<file path="src/rtl/cpu_pkg.sv">
// Shared CPU constants: bus widths, reset PC, NOP encoding, branch displacement width.
// Latency: none (package only).
// Backpressure: not applicable.
package cpu_pkg;

    localparam int ADDR_W_DEF = 16;
    localparam int DATA_W_DEF = 16;
    localparam int RESET_PC_DEF = 0;
    localparam int DISP_W = 8;

    // All-zero word decodes as WAIT; used as the IR value out of reset.
    localparam logic [15:0] NOP_INSTR = 16'h0000;

endpackage

</file>
<file path="src/rtl/fetch_stats.sv">
// Saturating retire / taken-branch counters for the fetch unit.
// Latency: counts visible one cycle after the retiring pc_en cycle.
// Backpressure: none; counters stick at all-ones instead of wrapping.
module fetch_stats (
    input  logic        clk,
    input  logic        reset,
    input  logic        pc_en,
    input  logic        pc_mux_selct,
    output logic [15:0] retired_cnt,
    output logic [15:0] taken_cnt
);

    // Count retires and taken branches, holding at 16'hFFFF once reached.
    always_ff @(posedge clk or negedge reset) begin
        if (!reset) begin
            retired_cnt <= '0;
            taken_cnt   <= '0;
        end else if (pc_en) begin
            if (retired_cnt != 16'hFFFF) begin
                retired_cnt <= retired_cnt + 16'd1;
            end
            if (pc_mux_selct && (taken_cnt != 16'hFFFF)) begin
                taken_cnt <= taken_cnt + 16'd1;
            end
        end
    end

endmodule

</file>
<file path="src/rtl/pc_fetch_unit.sv">
// PC register, RAM port-A address mux and instruction register feeding the control FSM.
// Latency: mem_addr combinational; instruction visible (bypass) the cycle after fetch_req.
// Backpressure: none; one-cycle RAM read, back-to-back fetches each captured.
// Optional stats counters are built only when PC_FETCH_STATS_EN is defined.
module pc_fetch_unit
    import cpu_pkg::*;
#(
    parameter int                  ADDR_W   = ADDR_W_DEF,
    parameter int                  DATA_W   = DATA_W_DEF,
    parameter logic [ADDR_W-1:0]   RESET_PC = ADDR_W'(RESET_PC_DEF)
) (
    input  logic              clk,
    input  logic              reset,
    input  logic              pc_en,
    input  logic              pc_mux_selct,
    input  logic [DISP_W-1:0] pc_add_k,
    input  logic              lsc_mux_selct,
    input  logic [ADDR_W-1:0] ls_addr,
    input  logic              fetch_req,
    input  logic [DATA_W-1:0] ram_dout,
    output logic [ADDR_W-1:0] mem_addr,
    output logic [DATA_W-1:0] instr_set,
    output logic [ADDR_W-1:0] pc,
    output logic              ir_valid,
    output logic [15:0]       retired_cnt,
    output logic [15:0]       taken_cnt
);

    localparam logic [ADDR_W-1:0] PC_ONE = ADDR_W'(1);

    logic [ADDR_W-1:0] pc_q;
    logic [ADDR_W-1:0] pc_disp;
    logic [ADDR_W-1:0] pc_next;
    logic [DATA_W-1:0] ir_q;
    logic              fetch_pending;

    // Sign-extend the branch displacement and pick the next PC (modulo 2^ADDR_W).
    always_comb begin
        pc_disp = {{(ADDR_W-DISP_W){pc_add_k[DISP_W-1]}}, pc_add_k};
        pc_next = pc_mux_selct ? (pc_q + pc_disp) : (pc_q + PC_ONE);
    end

    // Program counter: advances only when the FSM asserts pc_en.
    always_ff @(posedge clk or negedge reset) begin
        if (!reset) begin
            pc_q <= RESET_PC;
        end else if (pc_en) begin
            pc_q <= pc_next;
        end
    end

    // Fetch pipeline: remember a fetch was issued, then capture RAM data into the IR.
    always_ff @(posedge clk or negedge reset) begin
        if (!reset) begin
            fetch_pending <= 1'b0;
            ir_q          <= DATA_W'(NOP_INSTR);
            ir_valid      <= 1'b0;
        end else begin
            fetch_pending <= fetch_req;
            if (fetch_pending) begin
                ir_q     <= ram_dout;
                ir_valid <= 1'b1;
            end
        end
    end

    // Address mux and IR bypass so decode sees the new word in its arrival cycle.
    always_comb begin
        mem_addr  = lsc_mux_selct ? ls_addr : pc_q;
        instr_set = fetch_pending ? ram_dout : ir_q;
        pc        = pc_q;
    end

`ifdef PC_FETCH_STATS_EN
    fetch_stats u_fetch_stats (
        .clk          (clk),
        .reset        (reset),
        .pc_en        (pc_en),
        .pc_mux_selct (pc_mux_selct),
        .retired_cnt  (retired_cnt),
        .taken_cnt    (taken_cnt)
    );
`else
    assign retired_cnt = 16'h0000;
    assign taken_cnt   = 16'h0000;
`endif

endmodule

</file>
<file path="config.mk">
export PLATFORM = sky130hd
export DESIGN_NAME = pc_fetch_unit
export DESIGN_NICKNAME = d
export VERILOG_FILES = /design/src/rtl/cpu_pkg.sv /design/src/rtl/fetch_stats.sv /design/src/rtl/pc_fetch_unit.sv
export SDC_FILE = /design/constraint.sdc
export NUM_CORES = 1
export LEC_CHECK = 0
export ABC_CLOCK_PERIOD_IN_PS = 2360
export CAP_MARGIN = 20
export CORE_UTILIZATION = 37
export CTS_CLUSTER_SIZE = 14
export DETAILED_ROUTE_END_ITERATION = 10
export HOLD_SLACK_MARGIN = 0.03
export PLACE_DENSITY = 0.78
export SLEW_MARGIN = 15
export SYNTH_ARGS = -nofsm -noshare
export SYNTH_HDL_FRONTEND = slang
export SYNTH_SLANG_ARGS = --single-unit
</file>
<file path="constraint.sdc">
create_clock -name clk -period 2.36 [get_ports clk]
set_input_delay 0.236 -clock clk [delete_from_list [all_inputs] [get_ports clk]]
set_output_delay 0.236 -clock clk [all_outputs]
set_load 0.01 [all_outputs]
</file>
# ---- Word-level counts from Yosys, hierarchy flattened
# Cells that the tools add are included.
dict set report word_totals {
  regBits 34
  output_inout_bits 81
}
dict set report classes {
  n_mux 3
  n_addsub 2
}
# cell count
set op_table {}
lappend op_table {{16-bit two-way mux} 3}
lappend op_table {{16-bit by 1-bit adder with 16-bit output (second input constant)} 1}
lappend op_table {{16-bit adder} 1}

# ---- Logic depth before layout (Yosys ltp)
dict set report depth {
  ltp_word 2
  mapped_depth 9
  depth_no_buf 8
}

# ---- Least setup slack after synthesis
# OpenSTA, ideal clock, no wires.
dict set report synth_path {
  path_kind {input port to flip-flop}
  from {in pc_mux_selct}
  to {reg pc_q[10], in the netlist pc[10]}
  setup_slack_ps 40
  setup_time_ps 124
  t_required_ps 2236
  arrival_time_ps 2196
  cell_stages 9
  n_path_buf 1
  path_cell_list {clkbuf_1 -> nand2b_1 -> ha_1 -> fa_1 -> a21oi_1 -> o22ai_4 -> a21boi_2 -> mux2_4 -> a211o_1}
}
dict set report synth_between {
  elab_chain_cells 1
}
# item line
set synth_rtl {}
lappend synth_rtl {{start: declaration} pc_fetch_unit.sv:15} ;# input logic pc_mux_selct,
lappend synth_rtl {{16-bit two-way mux} pc_fetch_unit.sv:40} ;# pc_next = pc_mux_selct ? (pc_q + pc_disp) : (pc_q + PC_ONE);
lappend synth_rtl {{end signal: assignment} pc_fetch_unit.sv:48} ;# pc_q <= pc_next;
lappend synth_rtl {{end: declaration} pc_fetch_unit.sv:31} ;# logic [ADDR_W-1:0] pc_q;
# No other way between the ends.
# A chain may end at the register's enable or synchronous reset.

# ---- Worst setup path in the final report
dict set report layout_path {
  from {in pc_add_k[4]}
  to {reg pc_q[10], in the netlist pc[10]}
}
dict set report layout_between {
  elab_chain_cells 2
}
# item line
set layout_rtl {}
lappend layout_rtl {{start: declaration} pc_fetch_unit.sv:16} ;# input logic [DISP_W-1:0] pc_add_k,
lappend layout_rtl {{16-bit adder} pc_fetch_unit.sv:40}
lappend layout_rtl {{16-bit two-way mux} pc_fetch_unit.sv:40}
# No other way between the ends.

==> metrics.txt <==
status complete, but fails checks; failing checks design-rule violations; area of the multi-input gates 0.00150 mm²; clk_lat worst skew 0.29 ns; Post-synth EDFFs 0; commonest cells in the netlist mux2_2 (35), dfrtp_1 (34), buf_4 (32), nand2_1 (16); Max Cap Viol 0; core area 0.00642 mm²; gpl congestion 0.870; TritonRoute pass-1 iters 7; First DRT Iteration DRCs 75; num rows 29; cells on worst reg2reg path 6; share of cells above drive strength 1 0.246; DR vias 2136; CP Class in -> reg; fin util 0.565; total gr overflow 0; largest net degree at the start of global routing 35; fmax 446 MHz; Synth Flop Type dfrtp_1; Worst Tran Pin Value 0.835 ns; Hold Crit Class in -> async; worst flop-to-flop path endpoint pc[10]$_DFFE_PN0P_; Initial Utilization 0.387; Die W 84.0 µm; leading area contributor after synthesis dfrtp_1; sequential cell area 851 µm²; area delta synth->final 45.8%; Power Dens Cells 885 mW/mm²; final setup vio count 0; Setup Buffers After CTS 0; antenna viol nets, final 0; WP data required 2.54 ns; clock buffer depth 2; # fillers 572; worst-path fanout max 4; slowest CP cell clkdlybuf4s50_1; Synth Instances 236; reg-to-reg slack, setup 0.16 ns; H-tree depth 2; Unique masters post-synth 57; Max Clock Skew 0.00245 ns; #FFs+latches synth 34; Tot Pwr 3.21 mW; port bufs 94; count leader, synth mux2_2; max incr delay on CP 0.39 ns; RSZ-0062 raised after global routing no; CTS tree built; die area 0.00706 mm²; first-pass GRT wire length 10.2 mm; root buf cell clkbuf_8; Critical Path, Cell by Cell clkdlybuf4s50_1, and2_1, ha_1, a211oi_2, o22ai_4, a2111oi_4, o21ai_1, a211o_1; Slew Viols, Final 0; Worst setup EP type flop; synthesized area 0.00249 mm²; Synth top area share 0.342; CP arrival 2.42 ns; fin crit share 0.949; Final Hold Vio Count 0; fin crit period 2.24 ns; maximum VDD drop 0.000498 V; Routed WL 6.21 mm; Die Y 84.0 µm; Clock transition at path regs 0.07 ns; vias in the first global route 2168; Ys Warns 0; Via density 5.05; Total GRT Usage 0.183; # IOs 127; Hold WS 0.0380 ns; worst r2r src pc[4]$_DFFE_PN0P_; Final HPWL DP 4.79 mm; Leak Pwr 1.53 nW; DRC Markers 21; synthesized area per cell 10.5 µm²; Clock Sinks 34; max_slew headroom 0.443; diodes inserted 0; critical path launch point type input pin; post-synthesis sequential area ratio 0.342; Async SR Flop Fraction 1.00; top post-synthesis cells by area dfrtp_1 (34%), mux2_2 (16%), buf_4 (9.7%); wire length per cell 14.7 µm; initial antenna violation count 0; clock buffer count from CTS 5; Fin Setup TNS 0 ns; final-stage net count 400
## critical path, delay by kind of cell
family	cells	cell delay [ns]
AO/OA/AOI/OAI	5	1.32
buffers and inverters	1	0.39
AND/OR/NAND/NOR	1	0.15
adder cells (fa/ha/maj)	1	0.32
## cells in the final DEF, fill, tap and decap left out, drive strengths merged, types with 5 or more instances in the layout
master,count
a21oi,7
and2,9
clkdlybuf4s50,92
nand2,16
ha,7
buf,21
nor2,8
nor3,6
conb,32
mux2i,5
mux2,36
dfrtp,34
clkbuf,7
## worst max path at each step
stage | depth (start not counted) | from | to | slack [ns]
6_report | 8 | pc_add_k[4] | pc[10]$_DFFE_PN0P_ | 0.12
5_1_grt | 8 | pc_add_k[4] | pc[10]$_DFFE_PN0P_ | 0.03
4_1_cts | 10 | pc_add_k[0] | pc[14]$_DFFE_PN0P_ | 0.09
3_5_place_dp | 10 | pc_mux_selct | pc[14]$_DFFE_PN0P_ | -0.41
3_3_place_gp | 10 | pc_mux_selct | pc[14]$_DFFE_PN0P_ | -0.33
2_1_floorplan | 9 | pc_mux_selct | pc[10]$_DFFE_PN0P_ | 0.04
## sequential cells by signal, indices dropped and copies added, names as in the netlist
name / cells
fetch_pending: 1
ir_valid: 1
ir_q: 16
pc: 16
## cell families (layout without fill, tap and decap cells)
logic type                 after synthesis  in the layout  share of synthesized area
buffers and inverters                   44            123                      0.116
muxes                                   41             41                      0.185
adders and majority gates                8              8                     0.0432
DFF                                     34             34                      0.342
AOI/OAI and AO/OA                       36             36                      0.128
and+or+nand+nor                         64             64                      0.157
other                                    1             32                    0.00151
xor gates and xnor gates                 8              8                     0.0282
## metal layers
metal | vias up | GRT usage | part of all wire
met5 | - | 0 | 0
met4 | 0 | 0.0611 | 0.011
li1 | 1007 | - | -
met3 | 6 | 0.0485 | 0.061
met2 | 90 | 0.304 | 0.51
met1 | 1033 | 0.229 | 0.42
## stage by stage
step	cell area, µm²	cells	setup WS [ns]
after CTS	3610	423	0.0864
after global placement	3520	416	-0.334
after global routing	3630	423	0.0293
after floorplan	2610	267	0.0396
after detailed placement	3520	416	-0.408
final	3630	423	0.119
## layout make-up
cell class / count / area share
multi-input combinational: 189 / 0.413
timing repair buffer: 114 / 0.302
sequential: 34 / 0.234
tap: 77 / 0.0266
clock buffer: 7 / 0.0210
inverter: 2 / 0.00207
## what timing repair did
| item | 4_1_cts | 5_1_grt |
|---|---|---|
| hold buffers | 0 | 0 |
| pin swaps | 0 | 3 |
| endpoints found under the setup margin | 7 | 3 |
| gates resized for setup | 3 | 4 |
## report_power, final
part | internal (mW) | total [mW] | switching, mW
registers | 0.742 | 0.989 | 0.247
clock network | 0.203 | 0.410 | 0.207
logic | 1.05 | 1.81 | 0.763
total | 2.00 | 3.21 | 1.22
Power figures use the tool's default switching activity.
